**src/rtl/cell_display_reader.sv**
```systemverilog
// VGA timing generator that streams the cell buffer out as RGB444 pixels and
// requests one next-state update per frame, flagging frames where it is late.
module cell_display_reader #(
    parameter int          ACTIVE_COLUMNS = 640,
    parameter int          ACTIVE_ROWS    = 480,
    parameter int          H_FRONT        = 16,
    parameter int          H_SYNC         = 96,
    parameter int          H_BACK         = 48,
    parameter int          V_FRONT        = 10,
    parameter int          V_SYNC         = 2,
    parameter int          V_BACK         = 33,
    parameter int          ADDR_WIDTH     = $clog2(ACTIVE_COLUMNS*ACTIVE_ROWS),
    parameter int          DATA_WIDTH     = 1,
    parameter logic [11:0] CELL_COLOR     = 12'hFC8
) (
    input  logic                  clk_i,
    input  logic                  reset_i,
    input  logic                  pix_tick_i,
    input  logic [DATA_WIDTH-1:0] pixel_state_i,
    output logic [ADDR_WIDTH-1:0] read_address_o,
    input  logic                  update_done_i,
    output logic                  hsync_o,
    output logic                  vsync_o,
    output logic                  video_on_o,
    output logic [11:0]           rgb_o,
    output logic                  update_ready_o,
    output logic                  frame_start_o,
    output logic                  overrun_o,
    output logic [7:0]            overrun_count_o
);

    localparam int H_TOTAL      = ACTIVE_COLUMNS + H_FRONT + H_SYNC + H_BACK;
    localparam int V_TOTAL      = ACTIVE_ROWS + V_FRONT + V_SYNC + V_BACK;
    localparam int H_SYNC_START = ACTIVE_COLUMNS + H_FRONT;
    localparam int H_SYNC_END   = H_SYNC_START + H_SYNC;
    localparam int V_SYNC_START = ACTIVE_ROWS + V_FRONT;
    localparam int V_SYNC_END   = V_SYNC_START + V_SYNC;
    // One spare bit so the sync-window end always fits even with a zero back porch.
    localparam int HW = $clog2(H_TOTAL + 1);
    localparam int VW = $clog2(V_TOTAL + 1);

    typedef enum logic {
        UPD_IDLE,
        UPD_BUSY
    } upd_state_t;

    upd_state_t    upd_state_reg;
    logic [HW-1:0] h_count_reg;
    logic [VW-1:0] v_count_reg;

    logic          h_last;
    logic          v_last;
    logic [HW-1:0] h_next;
    logic [VW-1:0] v_next;
    logic          active;
    logic          next_active;
    logic          next_origin;
    logic          frame_origin;
    logic          hsync_now;
    logic          vsync_now;
    logic          vblank_start;
    logic          busy_after_done;

    always_comb begin
        h_last       = (h_count_reg == HW'(H_TOTAL - 1));
        v_last       = (v_count_reg == VW'(V_TOTAL - 1));
        h_next       = h_last ? '0 : h_count_reg + HW'(1);
        v_next       = v_count_reg;
        if (h_last) begin
            v_next = v_last ? '0 : v_count_reg + VW'(1);
        end
        active       = (h_count_reg < HW'(ACTIVE_COLUMNS)) && (v_count_reg < VW'(ACTIVE_ROWS));
        next_active  = (h_next < HW'(ACTIVE_COLUMNS)) && (v_next < VW'(ACTIVE_ROWS));
        next_origin  = (h_next == '0) && (v_next == '0);
        frame_origin = (h_count_reg == '0) && (v_count_reg == '0);
        hsync_now    = !((h_count_reg >= HW'(H_SYNC_START)) && (h_count_reg < HW'(H_SYNC_END)));
        vsync_now    = !((v_count_reg >= VW'(V_SYNC_START)) && (v_count_reg < VW'(V_SYNC_END)));
        vblank_start = pix_tick_i && h_last && (v_count_reg == VW'(ACTIVE_ROWS - 1));
        // A done arriving on the vblank-start clock frees the engine in time for a new request.
        busy_after_done = (upd_state_reg == UPD_BUSY) && !update_done_i;
    end

    always_ff @(posedge clk_i or posedge reset_i) begin
        if (reset_i) begin
            upd_state_reg   <= UPD_IDLE;
            h_count_reg     <= '0;
            v_count_reg     <= '0;
            read_address_o  <= '0;
            hsync_o         <= 1'b1;
            vsync_o         <= 1'b1;
            video_on_o      <= 1'b0;
            rgb_o           <= '0;
            update_ready_o  <= 1'b0;
            frame_start_o   <= 1'b0;
            overrun_o       <= 1'b0;
            overrun_count_o <= '0;
        end else begin
            update_ready_o <= 1'b0;
            frame_start_o  <= 1'b0;
            overrun_o      <= 1'b0;

            if (vblank_start && !busy_after_done) begin
                update_ready_o <= 1'b1;
                upd_state_reg  <= UPD_BUSY;
            end else if (update_done_i) begin
                upd_state_reg  <= UPD_IDLE;
            end

            if (pix_tick_i) begin
                h_count_reg <= h_next;
                v_count_reg <= v_next;
                // Advancing only when entering a visible pixel keeps the address in range.
                if (next_origin) begin
                    read_address_o <= '0;
                end else if (next_active) begin
                    read_address_o <= read_address_o + ADDR_WIDTH'(1);
                end

                video_on_o <= active;
                hsync_o    <= hsync_now;
                vsync_o    <= vsync_now;
                rgb_o      <= (active && (pixel_state_i != '0)) ? CELL_COLOR : 12'h000;

                if (frame_origin) begin
                    frame_start_o <= 1'b1;
                    if (upd_state_reg == UPD_BUSY) begin
                        overrun_o <= 1'b1;
                        if (overrun_count_o != 8'hFF) begin
                            overrun_count_o <= overrun_count_o + 8'd1;
                        end
                    end
                end
            end
        end
    end

endmodule

```
**config.mk**
```make
export PLATFORM = sky130hd
export DESIGN_NAME = cell_display_reader
export DESIGN_NICKNAME = d
export VERILOG_FILES = /design/src/rtl/cell_display_reader.sv
export SDC_FILE = /design/constraint.sdc
export NUM_CORES = 1
export LEC_CHECK = 0
export ABC_AREA = 0
export BUFFER_PORTS_ARGS = -buffer_cell sky130_fd_sc_hd__clkbuf_2
export CAP_MARGIN = 15
export CORE_MARGIN = 2
export CORE_UTILIZATION = 43
export CTS_CLUSTER_SIZE = 24
export DETAILED_ROUTE_END_ITERATION = 6
export PLACE_DENSITY = 0.61
export SLEW_MARGIN = 5
export SYNTH_ARGS = -nofsm -noshare
export SYNTH_HDL_FRONTEND = slang
export SYNTH_SLANG_ARGS = --single-unit
```
**constraint.sdc**
```tcl
create_clock -name clk_i -period 2.45 [get_ports clk_i]
set_input_delay 0 -clock clk_i [delete_from_list [all_inputs] [get_ports clk_i]]
set_output_delay 0 -clock clk_i [all_outputs]
set_load 0.1 [all_outputs]
```
# Yosys cells after proc, flatten, opt, wreduce, memory -nomap -nowiden
# Index checks and enable logic that the tools add are counted.
[totals]
regBits = 66
inputBits = 5
output_inout_bits = 45
[classes]
add_sub_neg = 4
order_cmp = 8
eq_ne = 4
n_mux = 14
reduce_logical = 23
[ops]
columns = ["op", "count"]
rows = [
  ["zero test 10 bit", 4],
  ["2-to-1 mux 19 bit", 2],
  ["< comparator 10 bit, second input constant", 3],
  ["< comparator 10 x 9 -> 1 bit, second input constant", 3],
  ["2-to-1 mux 10 bit", 3],
  ["adder 10 x 1 -> 10 bit, second input constant", 2],
  ["== test 10 bit, second input constant", 2],
  ["adder 19 x 1 -> 19 bit, second input constant", 1],
  ["2-to-1 mux 12 bit", 1],
  ["logical AND 1 bit", 11],
  ["== test 10 x 9 -> 1 bit, second input constant", 1],
  [">= comparator 10 bit, second input constant", 1],
  [">= comparator 10 x 9 -> 1 bit, second input constant", 1],
  ["adder 8 x 1 -> 8 bit, second input constant", 1],
  ["2-to-1 mux 1 bit", 8],
  ["!= test 8 bit, second input constant", 1],
  ["zero test 1 bit", 4],
  ["AND reduction 4 bit", 1],
  ["nonzero test 2 bit", 2],
  ["AND reduction 2 bit", 1],
]

# Longest topological paths before layout
[depth]
word_depth = 7
ltp_mapped = 13

# Worst setup path before layout
# OpenSTA, ideal clock, no wires.
[synth_timing]
kind = "register -> register"
start = "reg read_address_o[1]"
end = "reg read_address_o[18]"
arrival_time_ns = 2.692
required_ns = 2.322
path_slack_ns = -0.369
path_stages_with_launch = 9
n_path_buf = 0
period_less_slack_ns = 2.819
path_cell_list = "dfrtp_1 > ha_1 > nand3_1 > nor3_1 > nand3_1 > nor3_1 > a31oi_1 > a21oi_1 > o22ai_1"
[synth_between]
elab_chain_len = 3
[synth_rtl]
columns = ["item", "line_no", "text"]
rows = [
  ["start: declaration", "20", "output logic [ADDR_WIDTH-1:0] read_address_o,"],
  ["start signal: assignment", "116", "read_address_o <= read_address_o + ADDR_WIDTH'(1);"],
  ["adder 19 x 1 -> 19 bit", "116", ""],
  ["2-to-1 mux 19 bit", "115", "end else if (next_active) begin"],
  ["2-to-1 mux 19 bit", "113", "if (next_origin) begin"],
]
# No other way between the ends. The select of a mux whose other input is x is not followed.
# A chain may end at the register's enable or synchronous reset.

# Worst setup path after layout
[layout_timing]
start = "reg h_count_reg[0]"
end = "reg read_address_o[10]"
[layout_between]
elab_chain_len = 6
word_cells_on_any_way = 13
classes_between = "add/sub: 1; order compare: 2; eq/ne: 1; mux: 3; reduce/logical: 6"
[layout_rtl]
columns = ["item", "line_no", "text"]
rows = [
  ["start: declaration", "48", "logic [HW-1:0] h_count_reg;"],
  ["start signal: assignment", "110", "h_count_reg <= h_next;"],
  ["adder 10 x 1 -> 10 bit / == test 10 bit (equally long branches)", "67, 65", ""],
  ["2-to-1 mux 10 bit (on tied branches)", "67, 69", ""],
  ["< comparator 10 bit (tied with other cells)", "73", "next_active = (h_next < HW'(ACTIVE_COLUMNS)) && (v_next < VW'(ACTIVE_ROWS));"],
  ["logical AND 1 bit (on tied branches)", "73, 74", ""],
  ["nonzero test 2 bit (no line)", "--", ""],
  ["AND reduction 2 bit (no line)", "--", ""],
]
# Several ways; a longest one is shown, not always the timed one.

==> qor.yml <==
cts:
  clock_sinks: 55
  cts_tree: "yes"
  cts_max_level: 2
  clk_latency_ps: 310
  clk_pin_slew_ps: 110
  clock-root-buffer: "clkbuf_8"
  clk_path_buf_depth: 2
  cts_buffers: 5
power:
  power_frac_seq_pct: 43.7
  ir_drop_uv: 400
  swShare_pct: 40.0
  clock_power_share_pct: 22.5
  p_int_mw: 1.45
  power_density_nw_per_um2: 557
  p_comb_share_pct: 33.8
  p_sw_mw: 0.963
  p_leak_nw: 1.77
layout:
  nNetsFinal: 472
  drive_above_1_share_pct: 31.5
  n_antenna_cell: 0
  syn2layout_area_growth_pct: 20.6
  fillers: 751
  post-route-util_pct: 53.2
  largest_reg_flops: 19
yosys:
  synth_mux_area_share_pct: 5.41
  syn_inst: 400
  synth_compound_area_share_pct: 11.3
  yosysUniqueCellTypes: 61
  syn_area_um2: 3590
  ys.flop_type: "dfrtp_1"
  ys_seq_elements: 55
  synth_fa_ha_area_share_pct: 2.44
  async_flop_share_pct: 100
  synth_edf_count: 0
  yosys.area_share.simple_pct: 29.1
  yosys_warnings: 0
  synthXorXnorAreaFrac_pct: 4.64
  synth_top_family_by_area: "simple AND/OR/NAND/NOR gates"
  avgSynthCellArea_um2: 8.97
  ys_seq_area_share_pct: 38.4
floorplan:
  start_util_pct: 44.1
  dieArea_um2: 9090
  ios: 50
  core_um2: 8130
  die_w_um: 95.3
  rows: 33
  die_h_um: 95.3
setup_path:
  path_max_fanout: 6
  cpPeakStageDelay_ps: 400
  path_buf_inv: 2
  cp_common_cell: "and3_4"
  crit_type: "reg2reg"
  worstPathArrival_ps: 2550
  required_ps: 2650
  path_cells: "ha_1 -> and3_4 -> buf_4 -> xnor2_1 -> o311a_1 -> nand2_1 -> and3_4 -> buf_12 -> mux2i_2 -> nor3_4"
  slowest_stage: "dfrtp_1"
  crit_family: "simple AND/OR/NAND/NOR gates"
  startpoint: "h_count_reg[0]$_DFFE_PP0P_"
  start_kind: "flop"
  endpoint_kind: "flop"
  r2r_start: "h_count_reg[0]$_DFFE_PP0P_"
grt:
  grt_pass1_wl_um: 13500
  grt_util_all_layers_pct: 18.6
  antenna_found_initial: 0
  grt_pass1_vias: 2734
  grt_max_degree: 56
  grt.overflow.total: 0
routing:
  wl_per_cell_um: 15.1
  routed_via_density: 5.52
  route.detailed.drc: 0
  firstDrtPassIters: 4
  vias: 3122
  postRouteAntennaNets: 0
  drt-initial-drc-count: 164
  routed_wl_um: 8550
sta:
  setup_viol: 0
  finalCritPeriodShare_pct: 95.9
  worst_pin_slew_ps: 691
  hold_slack_ps: 187
  period_needed_ps: 2350
  report.final.slew_viol_count: 0
  skew_ps: 9.75
  max_freq_mhz: 426
  relSlewSlack_pct: 53.9
  hold_viol_final: 0
  rsz0062_at_grt: "yes"
min_path:
  hp-class: "in2reg"
  hold_start: "pix_tick_i"
placement:
  io_buffer_count: 44
  place.detailed.hpwl_um: 5930
  place.gp.congestion: 0.928
flow_run:
  maxCapViolations: 0
status:
  status: "complete, no violations"
[cell usage in the layout (no fill, tap or decap), types with 11 or more instances in the layout]
cell      count
clkbuf_2     44
dfrtp_1      43
nand2_1      37
nor2_1       33
buf_4        30
nand3_1      20
o21ai_0      20
inv_1        18
xnor2_1      15
nand4_1      14
mux2i_1      14
nor3_2       13
a31oi_1      12
a21oi_1      11
[through the flow]
stage	power (mW)	cell area [µm²]	worst slack, ps	TNS [ps]	cells
6_report	2.41	4330	100	0	566
5_1_grt	2.53	4330	-34.8	-182	566
4_1_cts	2.38	4080	34.5	0	558
3_5_place_dp	1.84	3960	68.5	0	547
3_3_place_gp	1.83	3960	84.7	0	547
2_1_floorplan	1.70	3610	48.8	0	404
[layer usage]
layer	up-vias	part of all wire (%)	routed length, µm	GRT usage [%]
met5	-	0	0	0
met2	75	48	4100	29.9
met3	6	4.7	404	2.77
li1	1528	-	-	-
met4	0	0.96	82	5.07
met1	1513	46	3960	26.0
[area by class of cell]
cell class              count  area (µm²)  area share [%]
clock inverters             3        27.5           0.636
inverters                  21        81.3            1.88
multi-input cells         295        2060            47.6
repair buffers             82         568            13.1
well taps                 105         131            3.04
clock buffers               5        68.8            1.59
flip-flops and latches     55        1390            32.2
[worst min-delay path, cell delays in order]
cell and delay (ps):
clkbuf_2 120, nor2b_1 150, nand3_1 130, nor3_1 60
[worst paths after layout]
check | endpoint | slack [ps] | cells past startpoint
max in group asynchronous | h_count_reg[3]$_DFFE_PP0P_ | 1550 | 4
hold / removal | frame_start_o$_DFF_PP0_ | 190 | 4
setup reg to reg | read_address_o[10]$_DFFE_PP0P_ | 100 | 10
setup / recovery | read_address_o[10]$_DFFE_PP0P_ | 100 | 10
hold reg to reg | update_ready_o$_DFF_PP0_ | 480 | 1
min in group asynchronous | overrun_count_o[5]$_DFFE_PP0P_ | 410 | 4
[cells by family (layout without fill, tap and decap cells)]
kind of cell,Yosys count,in the layout
AND/OR/NAND/NOR,180,181
AO/OA/AOI/OAI,64,64
flip-flops,55,55
buffers and inverters,55,111
XOR/XNOR,19,19
multiplexers,19,19
adder cells (fa/ha/maj),7,7
other,1,5
[power by group through the flow]
stage | clock (mW) | combinational, mW | sequential, mW
after global placement | 0 | 0.769 | 1.07
after global routing | 0.592 | 0.869 | 1.07
after detailed placement | 0 | 0.775 | 1.07
after CTS | 0.553 | 0.780 | 1.05
final | 0.542 | 0.814 | 1.05
after floorplan | 0 | 0.499 | 1.20
[synth_stat cells (all sizes together) (2+ instances only)]
cell / number / area, µm²
or3: 2 / 12.5
xor2: 4 / 35.0
buf: 25 / 193
o21ai: 21 / 105
a31oi: 12 / 75.1
nor2: 33 / 124
mux2: 3 / 33.8
nor2b: 3 / 18.8
o22ai: 3 / 18.8
nand4: 15 / 109
nand3: 22 / 120
nor4b: 3 / 41.3
or4: 3 / 26.3
xnor2: 15 / 131
ha: 7 / 87.6
o31ai: 2 / 15.0
and2: 7 / 43.8
dfrtp: 53 / 1330
mux2i: 16 / 160
clkbuf: 9 / 37.5
nor4: 4 / 31.3
inv: 21 / 78.8
o311a: 2 / 20.0
and3: 13 / 86.3
nand2b: 2 / 12.5
and4: 4 / 35.0
nand2: 37 / 139
a21oi: 13 / 68.8
nor3: 26 / 181
dfstp: 2 / 52.6
[what timing repair did]
item,CTS,global route
hold buffers,3,0
resized for setup,0,37
setup endpoints to repair,0,19
setup buffers,0,5
endpoints found under the hold margin,56,0
(Power assumes the default switching activity.)
